[src/rtl/irq_pkg.sv]
// rtl/irq_pkg.sv - shared types, constants and priority encoder for the interrupt controller
package irq_pkg;

    localparam int N_IRQ_DEFAULT = 3;
    localparam int IDW           = $clog2(N_IRQ_DEFAULT);
    localparam int PW            = 5;

    typedef enum logic {
        IDLE = 1'b0,
        REQ  = 1'b1
    } irq_state_t;

    typedef struct packed {
        logic          none;
        logic [PW-1:0] idx;
    } prio_t;

    // Highest set bit of v; none=1 when v is all zero.
    function automatic prio_t prio_enc(input logic [31:0] v);
        prio_t res;
        res.none = 1'b1;
        res.idx  = '0;
        for (int i = 0; i < 32; i++) begin
            if (v[i]) begin
                res.none = 1'b0;
                res.idx  = PW'(i);
            end
        end
        return res;
    endfunction

endpackage

[src/rtl/irq_edge_sync.sv]
// rtl/irq_edge_sync.sv - two-flop synchroniser plus rising-edge detector for one line
module irq_edge_sync (
    input  logic clk,
    input  logic rst,
    input  logic irq_in,
    output logic irq_edge
);

    logic r_s1;
    logic r_s2;
    logic r_s3;

    always_ff @(posedge clk or negedge rst) begin
        if (!rst) begin
            r_s1 <= 1'b0;
            r_s2 <= 1'b0;
            r_s3 <= 1'b0;
        end else begin
            r_s1 <= irq_in;
            r_s2 <= r_s1;
            r_s3 <= r_s2;
        end
    end

    assign irq_edge = r_s2 & ~r_s3;

endmodule

[src/rtl/irq_controller.sv]
// rtl/irq_controller.sv - prioritised, nesting interrupt sequencer for the datapath
module irq_controller
    import irq_pkg::*;
#(
    parameter int          N_IRQ      = N_IRQ_DEFAULT,
    parameter logic [31:0] VEC_BASE   = 32'h0000_0100,
    parameter logic [31:0] VEC_STRIDE = 32'd4,
    localparam int         W_ID       = (N_IRQ > 1) ? $clog2(N_IRQ) : 1
) (
    input  logic             clk,
    input  logic             rst,
    input  logic [N_IRQ-1:0] irq_in,
    input  logic             irq_en,
    input  logic             irq_ack,
    input  logic             uret,
    output logic             irq_req,
    output logic [W_ID-1:0]  irq_id,
    output logic [31:0]      irq_vector,
    output logic [N_IRQ-1:0] pending,
    output logic [N_IRQ-1:0] in_service
);

    logic [N_IRQ-1:0] w_edge;
    logic [N_IRQ-1:0] w_above;
    logic [N_IRQ-1:0] w_uret_clr;
    logic [N_IRQ-1:0] w_ack_set;
    logic [N_IRQ-1:0] r_pending;
    logic [N_IRQ-1:0] r_in_service;
    prio_t            w_cur;
    prio_t            w_cand;

    irq_state_t       r_state;
    irq_state_t       w_state_next;
    logic             r_irq_req;
    logic             w_req_next;
    logic [W_ID-1:0]  r_irq_id;
    logic [W_ID-1:0]  w_id_next;
    logic [31:0]      r_irq_vector;
    logic [31:0]      w_vec_next;

    for (genvar gi = 0; gi < N_IRQ; gi++) begin : g_sync
        irq_edge_sync u_sync (
            .clk      (clk),
            .rst      (rst),
            .irq_in   (irq_in[gi]),
            .irq_edge (w_edge[gi])
        );
    end

    // Only lines strictly above the current in-service level may preempt.
    always_comb begin
        w_cur      = prio_enc(32'(r_in_service));
        w_above    = '0;
        w_uret_clr = '0;
        w_ack_set  = '0;
        for (int i = 0; i < N_IRQ; i++) begin
            w_above[i]    = w_cur.none || (PW'(i) > w_cur.idx);
            w_uret_clr[i] = uret && !w_cur.none && (w_cur.idx == PW'(i));
            w_ack_set[i]  = (r_state == REQ) && irq_ack && (r_irq_id == W_ID'(i));
        end
        w_cand = prio_enc(32'(r_pending & w_above));
    end

    always_comb begin
        w_state_next = r_state;
        w_req_next   = r_irq_req;
        w_id_next    = r_irq_id;
        w_vec_next   = r_irq_vector;
        case (r_state)
            IDLE: begin
                w_req_next = 1'b0;
                if (irq_en && !w_cand.none) begin
                    w_state_next = REQ;
                    w_req_next   = 1'b1;
                    w_id_next    = w_cand.idx[W_ID-1:0];
                    w_vec_next   = VEC_BASE + 32'(w_cand.idx) * VEC_STRIDE;
                end
            end
            REQ: begin
                if (irq_ack) begin
                    w_state_next = IDLE;
                    w_req_next   = 1'b0;
                end
            end
            default: begin
                w_state_next = IDLE;
                w_req_next   = 1'b0;
            end
        endcase
    end

    always_ff @(posedge clk or negedge rst) begin
        if (!rst) begin
            r_state      <= IDLE;
            r_irq_req    <= 1'b0;
            r_irq_id     <= '0;
            r_irq_vector <= '0;
        end else begin
            r_state      <= w_state_next;
            r_irq_req    <= w_req_next;
            r_irq_id     <= w_id_next;
            r_irq_vector <= w_vec_next;
        end
    end

    // A fresh edge outranks the ack clear so a re-raised line is not lost.
    always_ff @(posedge clk or negedge rst) begin
        if (!rst) begin
            r_pending    <= '0;
            r_in_service <= '0;
        end else begin
            r_pending    <= (r_pending & ~w_ack_set) | w_edge;
            r_in_service <= (r_in_service & ~w_uret_clr) | w_ack_set;
        end
    end

    assign irq_req    = r_irq_req;
    assign irq_id     = r_irq_id;
    assign irq_vector = r_irq_vector;
    assign pending    = r_pending;
    assign in_service = r_in_service;

endmodule

[config.mk]
export PLATFORM = sky130hd
export DESIGN_NAME = irq_controller
export DESIGN_NICKNAME = d
export VERILOG_FILES = /design/src/rtl/irq_pkg.sv /design/src/rtl/irq_edge_sync.sv /design/src/rtl/irq_controller.sv
export SDC_FILE = /design/constraint.sdc
export NUM_CORES = 1
export LEC_CHECK = 0
export BUFFER_PORTS_ARGS = -buffer_cell sky130_fd_sc_hd__buf_2
export CORE_MARGIN = 3
export CORE_UTILIZATION = 44
export DETAILED_ROUTE_END_ITERATION = 12
export GPL_TIMING_DRIVEN = 0
export PLACE_DENSITY = 0.77
export SLEW_MARGIN = 30
export SYNTH_ARGS = -nofsm -noshare
export SYNTH_HDL_FRONTEND = slang
export SYNTH_HIERARCHICAL = 1
export SYNTH_SLANG_ARGS = --single-unit
[constraint.sdc]
create_clock -name clk -period 1.3 [get_ports clk]
set_input_delay 0 -clock clk [delete_from_list [all_inputs] [get_ports clk]]
set_output_delay 0 -clock clk [all_outputs]
set_load 0.05 [all_outputs]
==> results.sh <==
export IMPL_leakage_nw=0.719
export IMPL_clock_latency_ns=0.29
export IMPL_wl_microns=1670
export IMPL_p_per_area_nw_per_um2=1850
export IMPL_status="finished clean"
export IMPL_rsz0062_at_grt="false"
export IMPL_ir_worst_vdd_uv=1420
export IMPL_fin_area_sq_um=1330
export IMPL_initial_utilization_pct=48.5
export IMPL_die_h_microns=53.7
export IMPL_grt_use_total_pct=11.3
export IMPL_grt_overflow=0
export IMPL_cp_start_kind="register"
export IMPL_setup_viol=0
export IMPL_cts_tree="yes"
export IMPL_row_count=16
export IMPL_rrSetupSlack_ns=0.09
export IMPL_synthCells=89
export IMPL_tns_ns=0
export IMPL_finalHoldViolations=0
export IMPL_worstReg2RegStart="r_state$_DFF_PN0_"
export IMPL_pre_cts_ws_ns=0.0879
export IMPL_cts_root_buffer="clkbuf_4"
export IMPL_place_area_sq_um=1240
export IMPL_final_setup_worst_slack_ns=0.0910
export IMPL_maxCapViolCount=0
export IMPL_netlist_area_leader_share_pct=50.1
export IMPL_h_tree_depth=1
export IMPL_antenna_found_initial=0
export IMPL_synthesis_area_sq_um=1000
export IMPL_fmax_mhz=827
export IMPL_diodes=0
export IMPL_io_pins=49
export IMPL_clkPwrFrac_pct=14.5
export IMPL_dieArea_sq_um=2880
export IMPL_crit_start="r_state$_DFF_PN0_"
export IMPL_fillers=190
export IMPL_synth_cell_types=21
export IMPL_wl_per_cell_microns=9.65
export IMPL_internal_power_mw=1.29
export IMPL_fin_cells=173
export IMPL_syn_area_per_cell_sq_um=11.2
export IMPL_worstPathRequired_ns=1.54
export IMPL_grt_pass1_wl_microns=2390
export IMPL_seq_power_share_pct=37.4
export IMPL_first_iter_violations=1
export IMPL_hold_start="irq_ack"
export IMPL_cts_sinks=20
export IMPL_final_common_cell="buf_4"
export IMPL_grt_pass1_vias=545
export IMPL_numCtsBuffers=3
export IMPL_worst_setup_path_type="register to register"
export IMPL_die_w_microns=53.7
export IMPL_gp_routability_congestion=0.724
export IMPL_min_path_type="primary input to register"
export IMPL_port_buffers=19
export IMPL_vias_per_cell=3.91
export IMPL_power_switching_share_pct=47.5
export IMPL_finalNetCount=155
export IMPL_yosys_warnings=6
export IMPL_arrival_ns=1.45
export IMPL_grt_max_degree=21
export IMPL_clkTransAtPathRegs_ns=0.11
export IMPL_reg2reg_depth=4
export IMPL_power_switching_mw=1.17
export IMPL_drive_above_1_share_pct=42.5
export IMPL_vias=677
export IMPL_placed_cells=163
export IMPL_synth_seq_cells=20
export IMPL_skew_ns=0.00194
export IMPL_reg2reg_to="irq_req$_DFFE_PN0P_"
export IMPL_crit_path_max_fanout=5
export IMPL_synth_top_cell_by_area="dfrtp_1"
export IMPL_finalMaxSlewViolations=0
export IMPL_drc_errors=0
export IMPL_core_area_sq_um=2060
export IMPL_synth_area_leaders="dfrtp_1, buf_4, nor2b_4, a21o_1, mux2i_1"
export IMPL_power_frac_comb_pct=48.2
export IMPL_min_period_ns=1.21
export IMPL_end_kind="register"
export IMPL_area_growth_pct=33.2
export IMPL_finalCritPeriodShare_pct=93.0
export IMPL_synth_seq_area_share_pct=50.1
export IMPL_final_antenna_net_count=0
export IMPL_cts_max_path_buffers=2
export IMPL_dr_pass1_iters=4
export IMPL_crit_end="irq_req$_DFFE_PN0P_"
export IMPL_final_cell_mix="buf_4, conb_1, buf_2"
export IMPL_ctsResizeCount=0
export IMPL_hpwlAfterDp_microns=1310
-- per-stage QoR --
stage	hold WS [ns]	util, %	power, mW
floorplan	-0.296	-	1.87
global placement	-0.0468	60.0	2.06
detailed placement	-0.0348	60.0	2.09
CTS	0.0438	64.2	2.45
global route	0.0540	64.6	2.59
finish	0.0403	64.6	2.46
-- metal layers --
metal / share of wire (%) / global-route usage, % / up-vias
met5: 0 / 0 / -
met4: 0 / 3.83 / 0
met3: 9.6 / 1.94 / 0
met2: 47 / 18.5 / 33
met1: 43 / 14.9 / 298
li1: - / - / 346
-- state kept, by name (all words and copies together) (netlist names) --
signal              cells
g_sync.u_sync/r_s1      3
g_sync.u_sync/r_s2      3
g_sync.u_sync/r_s3      3
in_service              3
pending                 3
irq_vector              2
irq_id                  1
irq_req                 1
r_state                 1
-- synthesized netlist by cell type (all sizes together) --
| cell | count |
|---|---|
| o21ai | 4 |
| nor2 | 4 |
| conb | 1 |
| nor2b | 5 |
| nand4b | 2 |
| mux2i | 2 |
| a21o | 4 |
| dfrtp | 20 |
| a21oi | 2 |
| o21bai | 1 |
| o21ba | 1 |
| a22o | 1 |
| or3 | 1 |
| nor3b | 2 |
| buf | 31 |
| nand2 | 4 |
| inv | 1 |
| nand2b | 3 |
-- worst max-delay path, stage by stage (launching register included) --
cell and delay [ns]:
dfrtp_1 0.46, nor3b_4 0.32, buf_4 0.18, a22o_1 0.12
a21o_1 0.08
-- cell type report --
cell class,instances,area [sq um],area share (%)
sequential,20,504,37.9
multi-input combinational,65,368,27.6
buffer,31,233,17.5
timing repair buffer,25,153,11.5
clock buffer,4,36.3,2.73
tap,27,33.8,2.54
inverter,1,3.75,0.282
-- worst min path at each step --
stage	to	slack (ns)	cells after the start
final	in_service[1]$_DFF_PN0_	0.04	3
after global routing	in_service[1]$_DFF_PN0_	0.05	3
after CTS	in_service[1]$_DFF_PN0_	0.04	3
after detailed placement	g_sync[2].u_sync/r_s2$_DFF_PN0_	-0.03	1
after global placement	pending[2]$_DFF_PN0_	-0.05	1
after floorplan	g_sync[0].u_sync/r_s1$_DFF_PN0_	-0.30	0
-- power by group through the flow --
stage / logic, mW / clock network [mW] / registers (mW)
after global routing: 1.25 / 0.389 / 0.944
after detailed placement: 1.16 / 0 / 0.933
after CTS: 1.17 / 0.359 / 0.921
after floorplan: 0.627 / 0 / 1.24
after global placement: 1.14 / 0 / 0.921
final: 1.19 / 0.356 / 0.921
-- kinds of logic after synthesis --
kind of cell,after synthesis,share of synthesized area [%]
buffers and inverters,32,23.7
and+or+nand+nor,21,15.3
DFF,20,50.1
AOI/OAI and AO/OA,13,8.64
muxes,2,2.00
other,1,0.375
-- timing repair --
| action | CTS | global route |
|---|---|---|
| endpoints found under the setup margin | 0 | 1 |
| endpoints found under the hold margin | 24 | 0 |
| hold buffers | 5 | 0 |
| buffers inserted | 0 | 1 |
Power figures use the tool's default switching activity.
